[config.mk]
export PLATFORM = sky130hd
export DESIGN_NAME = booth_ctrl
export DESIGN_NICKNAME = d
export VERILOG_FILES = /design/src/rtl/booth_pkg.sv /design/src/rtl/booth_iter_cnt.sv /design/src/rtl/booth_ctrl.sv
export SDC_FILE = /design/constraint.sdc
export NUM_CORES = 1
export LEC_CHECK = 0
export BUFFER_PORTS_ARGS = -buffer_cell sky130_fd_sc_hd__buf_4
export CAP_MARGIN = 15
export CORE_MARGIN = 4
export CORE_UTILIZATION = 39
export CTS_CLUSTER_DIAMETER = 40
export DETAILED_ROUTE_END_ITERATION = 7
export GPL_TIMING_DRIVEN = 1
export REMOVE_ABC_BUFFERS = 1
export SETUP_SLACK_MARGIN = 0.3
export SKIP_CTS_REPAIR_TIMING = 1
export SLEW_MARGIN = 20
export SYNTH_ARGS = -nofsm -noshare
export SYNTH_HDL_FRONTEND = slang
export SYNTH_SLANG_ARGS = --single-unit
export TNS_END_PERCENT = 50
[constraint.sdc]
create_clock -name clk -period 1.35 [get_ports clk]
set_clock_uncertainty 0.15 [all_clocks]
set_input_delay 0.0675 -clock clk [delete_from_list [all_inputs] [get_ports clk]]
set_output_delay 0.0675 -clock clk [all_outputs]
set_load 0.02 [all_outputs]
[src/rtl/booth_pkg.sv]
// Shared definitions for the radix-2 Booth multiplier: register control
// codes, adder operation codes and the sequencer state encoding.
package booth_pkg;

  // Register control codes shared by the Q, A and M registers
  localparam logic [1:0] CTRL_LOAD  = 2'b00;
  localparam logic [1:0] CTRL_RESET = 2'b01;
  localparam logic [1:0] CTRL_SHIFT = 2'b10;
  localparam logic [1:0] CTRL_HOLD  = 2'b11;

  // Adder operation select
  localparam logic [1:0] ALU_NONE = 2'b00;
  localparam logic [1:0] ALU_ADD  = 2'b01;
  localparam logic [1:0] ALU_SUB  = 2'b10;

  // Sequencer states
  typedef enum logic [2:0] {
    ST_IDLE  = 3'd0,
    ST_LOAD  = 3'd1,
    ST_EVAL  = 3'd2,
    ST_ARITH = 3'd3,
    ST_SHIFT = 3'd4,
    ST_DONE  = 3'd5
  } state_t;

  // Booth recoding of the current multiplier bit pair {Q0, Q(-1)}:
  // 01 adds M, 10 subtracts M, 00/11 need no arithmetic.
  function automatic logic [1:0] boothDecode(input logic q0, input logic qm1);
    logic [1:0] op;
    case ({q0, qm1})
      2'b01:   op = ALU_ADD;
      2'b10:   op = ALU_SUB;
      default: op = ALU_NONE;
    endcase
    return op;
  endfunction

endpackage

[src/rtl/booth_iter_cnt.sv]
// Iteration down-counter for the Booth sequencer. Loaded with the operand
// width at the start of a multiply, decremented once per shift, and flags
// the final iteration when it reaches one.
module booth_iter_cnt #(
  parameter int WIDTH = 4,
  parameter int CNT_W = 3
) (
  input  logic clk,
  input  logic rst_n,
  input  logic load,
  input  logic dec,
  output logic last
);

  logic [CNT_W-1:0] count;

  // Load has priority; decrement saturates at zero so the count never wraps
  always_ff @(posedge clk or negedge rst_n) begin
    if (!rst_n) begin
      count <= '0;
    end else if (load) begin
      count <= CNT_W'(WIDTH);
    end else if (dec && (count != '0)) begin
      count <= count - CNT_W'(1);
    end
  end

  assign last = (count == CNT_W'(1));

endmodule

[src/rtl/booth_ctrl.sv]
// Sequencing FSM for the radix-2 Booth multiplier datapath. Drives the Q/A
// register controls, the M load and the adder select, and owns Q(-1) and the
// iteration counter. All outputs are decoded from registered state only.
module booth_ctrl
  import booth_pkg::*;
#(
  parameter int WIDTH = 4,
  parameter int CNT_W = 3
) (
  input  logic       clk,
  input  logic       rst_n,
  input  logic       start,
  input  logic       q0,
  input  logic       qShiftBit,
  output logic [1:0] qCtrl,
  output logic [1:0] aCtrl,
  output logic       mLoad,
  output logic [1:0] aluOp,
  output logic       qm1,
  output logic       busy,
  output logic       done
);

  state_t     state;
  state_t     nextState;
  logic [1:0] opReg;
  logic [1:0] evalOp;
  logic       lastIter;

  assign evalOp = boothDecode(q0, qm1);

  booth_iter_cnt #(
    .WIDTH (WIDTH),
    .CNT_W (CNT_W)
  ) u_iter_cnt (
    .clk   (clk),
    .rst_n (rst_n),
    .load  (state == ST_LOAD),
    .dec   (state == ST_SHIFT),
    .last  (lastIter)
  );

  // State register; reset aborts any multiply in flight
  always_ff @(posedge clk or negedge rst_n) begin
    if (!rst_n) begin
      state <= ST_IDLE;
    end else begin
      state <= nextState;
    end
  end

  // Q(-1) is cleared on load and captures the bit shifted out of Q;
  // the Booth op chosen in EVAL is held for the following ARITH cycle
  always_ff @(posedge clk or negedge rst_n) begin
    if (!rst_n) begin
      qm1   <= 1'b0;
      opReg <= ALU_NONE;
    end else begin
      if (state == ST_LOAD) begin
        qm1 <= 1'b0;
      end else if (state == ST_SHIFT) begin
        qm1 <= qShiftBit;
      end
      if (state == ST_EVAL) begin
        opReg <= evalOp;
      end
    end
  end

  // Next-state and Moore output decode
  always_comb begin
    nextState = state;
    qCtrl     = CTRL_HOLD;
    aCtrl     = CTRL_HOLD;
    mLoad     = 1'b0;
    aluOp     = ALU_NONE;
    busy      = 1'b1;
    done      = 1'b0;
    case (state)
      ST_IDLE: begin
        busy = 1'b0;
        if (start) begin
          nextState = ST_LOAD;
        end
      end
      ST_LOAD: begin
        qCtrl     = CTRL_LOAD;
        aCtrl     = CTRL_RESET;
        mLoad     = 1'b1;
        nextState = ST_EVAL;
      end
      ST_EVAL: begin
        nextState = (evalOp == ALU_NONE) ? ST_SHIFT : ST_ARITH;
      end
      ST_ARITH: begin
        aCtrl     = CTRL_LOAD;
        aluOp     = opReg;
        nextState = ST_SHIFT;
      end
      ST_SHIFT: begin
        qCtrl     = CTRL_SHIFT;
        aCtrl     = CTRL_SHIFT;
        nextState = lastIter ? ST_DONE : ST_EVAL;
      end
      ST_DONE: begin
        done      = 1'b1;
        nextState = ST_IDLE;
      end
      default: begin
        busy      = 1'b0;
        nextState = ST_IDLE;
      end
    endcase
  end

endmodule

# == Yosys cells after proc, flatten, opt, wreduce, memory -nomap -nowiden ==
# Index checks and enable logic that the tools add are counted.
# word_totals
reg_bits,9
out_inout_bits,10
elab_cells,36
# classes
add_sub_neg,1
n_eq_ne,9
muxes,15
n_reduce_logical,7
# ops
op,n
$mux W3,5
$pmux W3 S5,1
$pmux W2 S2,2
$eq A3 B1 Y1 const B,2
$eq A3 B2 Y1 const B,2
$eq A3 B3 Y1 const B,2
$pmux W2 S3,1
$mux W1,5
$reduce_or A5 Y1,1
$reduce_bool A2 Y1,2
$logic_not A3 Y1,1
$reduce_bool A3 Y1,1
$sub A3 B1 Y3 const B,1
$eq A2 B1 Y1 const B,1
$eq A2 B2 Y1 const B,1
$logic_not A2 Y1,1
$mux W2,1
$ne A2 B2 Y1 const B,1
$logic_and A1 B1 Y1,1

# == Depth between registers and ports, before layout ==
# logic_depth
depth_word,5
ltp_mapped,5
depth_no_buf,5

# == Cells and area by module ==
# A second synthesis with hierarchy kept.
# unflattened
cells_unflattened,65
area_unflattened_um2,636.9
# modules_own_cells
mod,n_inst,cells_each,area_each_um2,seq_area_each_um2
booth_ctrl,1,45,440.4,150.1
booth_iter_cnt,1,20,196.4,75.1

# == Worst setup path before layout ==
# OpenSTA, ideal clock, no wires.
# synth_path
kind,register -> register
startpoint,register state[1]
endpoint,register u_iter_cnt.count[2]
setup_time_ps,64
arrival_time_ps,1357
required_ps,1136
slack_ps,-222
stages_incl_launch_ff,5
path_buffers,1
synth_period_minus_slack_ps,1572
path_cell_list,dfrtp_1 > buf_4 > or3b_2 > inv_1 > a211o_1
# synth_between
elab_chain_len,3
word_cells_on_any_way,5
classes_between,eq/ne: 2; mux: 1; reduce/logical: 2
# synth_rtl
item,line_no,text
"start, declared",booth_ctrl.sv:24,state_t state;
"start signal, assigned",booth_ctrl.sv:48,state <= nextState;
$eq A3 B3 Y1,booth_ctrl.sv:39,".dec (state == ST_SHIFT),"
$logic_and A1 B1 Y1,booth_iter_cnt.sv:23,end else if (dec && (count != '0)) begin
$reduce_bool A2 Y1 (no line),n/a,
"end signal, assigned",booth_iter_cnt.sv:22,count <= CNT_W'(WIDTH);
"end signal, assigned",booth_iter_cnt.sv:24,count <= count - CNT_W'(1);
"end, declared",booth_iter_cnt.sv:15,logic [CNT_W-1:0] count;
# Parallel ways exist; a longest one is shown, timed or not.
# A chain may end at the register's enable or synchronous reset.

# == Worst setup path after layout ==
# layout_path
startpoint,register state[1]
endpoint,output done
# layout_between
elab_chain_len,2
# layout_rtl
item,line_no,text
$eq A3 B3 Y1,booth_ctrl.sv:79,case (state)
$mux W1,booth_ctrl.sv:79,
"end, declared",booth_ctrl.sv:21,output logic done
# No other way between the ends.

==> flow_metrics.tcl <==
set metrics [dict create \
    hold_viol_final 0 \
    cp_num_buf_inv 2 \
    wl_per_cell_um 12.2 \
    synth_top_area_share_pct 36.3 \
    r2r_slack_ns -0.18 \
    cts_tree "built" \
    period_needed_ns 1.56 \
    worstPathCellList "buf_6 > or2b_1 > nor2_1 > buf_4" \
    p_per_area_nw_per_um2 2480 \
    cts.clk_slew.worst_paths_ns 0.06 \
    wirelength_mm 1.53 \
    insertion_delay_ns 0.26 \
    clockBufferDepth 2 \
    synth_edf_count 0 \
    finalMaxSlewViolations 0 \
    cp.depth 4 \
    ys_ff_latch 9 \
    reg2reg_to "u_iter_cnt.count[2]" \
    clock.fmax_mhz 643 \
    max_slew_margin_pct 80.5 \
    worstSetupEndpoint "done" \
    rows 14 \
    viasPerCell 4.97 \
    grt_pass1_wl_mm 2.31 \
    async_flop_share_pct 100 \
    cp.arrival_ns 1.34 \
    diodes 0 \
    syn_inst 67 \
    grt_pass1_vias 524 \
    stdcell_count 125 \
    leakagePower_nw 0.514 \
    reg2reg_from "state[1]" \
    num-nets-final 120 \
    syn_area_um2 621 \
    layout_common_cells "33 x buf_4, 7 x buf_6, 6 x dfrtp_1" \
    ys.flop_type "dfrtp_1" \
    outcome "complete, but fails checks" \
    worst_hold_path_type "input pin to async pin" \
    yosysSeqAreaShare_pct 36.3 \
    vias 621 \
    mostFrequentLayoutCell "buf_4" \
    numPortBuffers 14 \
    first_iter_violations 10 \
    criticalPathCategory "flip-flop to primary output" \
    placed_cells 109 \
    cp_max_fo 6 \
    fin_ws_ns -0.206 \
    rr_worst_depth 4 \
    antenna_found_initial 0 \
    grt_usage_pct 14.3 \
    clock-sinks 9 \
    post-route-util_pct 68.0 \
    cts-root-buf "clkbuf_4" \
    grt_max_degree 11 \
    gp_congestion 0.745 \
    timing.setup.tns_ns -2.10 \
    ys_warn_count 0 \
    setup_viol 16 \
    die_height_um 47.9 \
    start_kind "flip-flop" \
    synth_top_area_cell "dfrtp_1" \
    drive_gt1_share_pct 53.2 \
    worstSetupStartpoint "state[1]" \
    die_area_um2 2290 \
    final_area_um2 1020 \
    drv_cap 0 \
    dieWidth_um 47.9 \
    area_delta_synth_final_pct 65.1 \
    rsz0062_at_grt "yes" \
    slowest_stage "dfrtp_2" \
    synth_cell_types 31 \
    dr.pass1.iters 4 \
    htreeDepth 1 \
    cp_top_family "flip-flops" \
    irDropWorstVdd_v 0.00125 \
    place_ws_ns -0.106 \
    cpPeakStageDelay_ns 0.46 \
    period_share_pct 115 \
    drcViolationCount 0 \
    failed_checks "negative setup slack" \
    dp_hpwl_mm 1.03 \
    critical_path_required_ns 1.13 \
    endpoint_kind "primary output" \
    placed_cell_area_um2 846 \
    ant_nets 0 \
    io_pins 15 \
    numCtsBuffers 3 \
    synthTopCellsByArea "dfrtp_1 36%, ha_1 10%, inv_1 4.2%" \
    worstMarginPinSlew_ns 0.288 \
    core_um2 1510 \
    avgSynthCellArea_um2 9.26 \
    overflow 0 \
    initial_core_util_pct 41.2 \
]
[flip-flops by register name, summed over array words and instances, names as in the netlist]
name / cells
opReg: 2
u_iter_cnt.count: 3
state: 3
qm1: 1
[metal layers]
layer  vias up  wire length (um)  global-route usage [%]
met3         0                53                    2.26
met4         0                 0                    4.84
li1        320                 -                       -
met2        12               792                    23.2
met5         -                 0                       0
met1       289               683                    19.0
[report_power, final]
part,internal [mW],switching (mW)
Sequential,0.393,0.142
Combinational,1.02,0.775
Clock,0.114,0.0973
[metrics by stage]
step / power (mW) / hold slack (ns)
6_report: 2.54 / 0.0211
5_1_grt: 2.73 / 0.0358
4_1_cts: 2.15 / -0.530
3_5_place_dp: 1.92 / -0.246
3_3_place_gp: 1.91 / -0.249
2_1_floorplan: 1.27 / -0.378
[cell usage after synthesis (2+ instances only)]
cell / instances
dfrtp_1: 9
inv_1: 7
a21oi_1: 5
ha_1: 5
nor2_1: 4
nor2b_1: 4
nand2b_1: 3
and3_1: 2
clkbuf_1: 2
mux2_2: 2
nand3_1: 2
nor3_1: 2
o22ai_1: 2
[cell families (layout without fill, tap and decap cells)]
group / after synthesis / after routing / synth area share [%]
buf+inv: 11 / 53 / 7.46
mux: 2 / 2 / 3.63
compound gates: 16 / 16 / 17.9
simple gates: 24 / 24 / 24.6
flops: 9 / 9 / 36.3
fa+ha+maj: 5 / 5 / 10.1
[cell type report]
class	instances	area, um2
fill	128	482
multi-input combinational	47	377
sequential	9	229
timing repair buffer	42	347
tap	16	20.0
clock buffer	4	26.3
inverter	7	26.3
[worst min-delay path by stage]
stage / startpoint / to / slack [ns] / depth (start not counted)
after floorplan: rst_n / opReg[0] / -0.38 / 0
after global placement: rst_n / u_iter_cnt.count[0] / -0.25 / 1
after detailed placement: rst_n / u_iter_cnt.count[2] / -0.25 / 1
after CTS: rst_n / qm1 / -0.53 / 1
after global routing: rst_n / opReg[0] / 0.04 / 2
final: rst_n / qm1 / 0.02 / 2
Note: power is estimated with default switching activity, not from simulation.
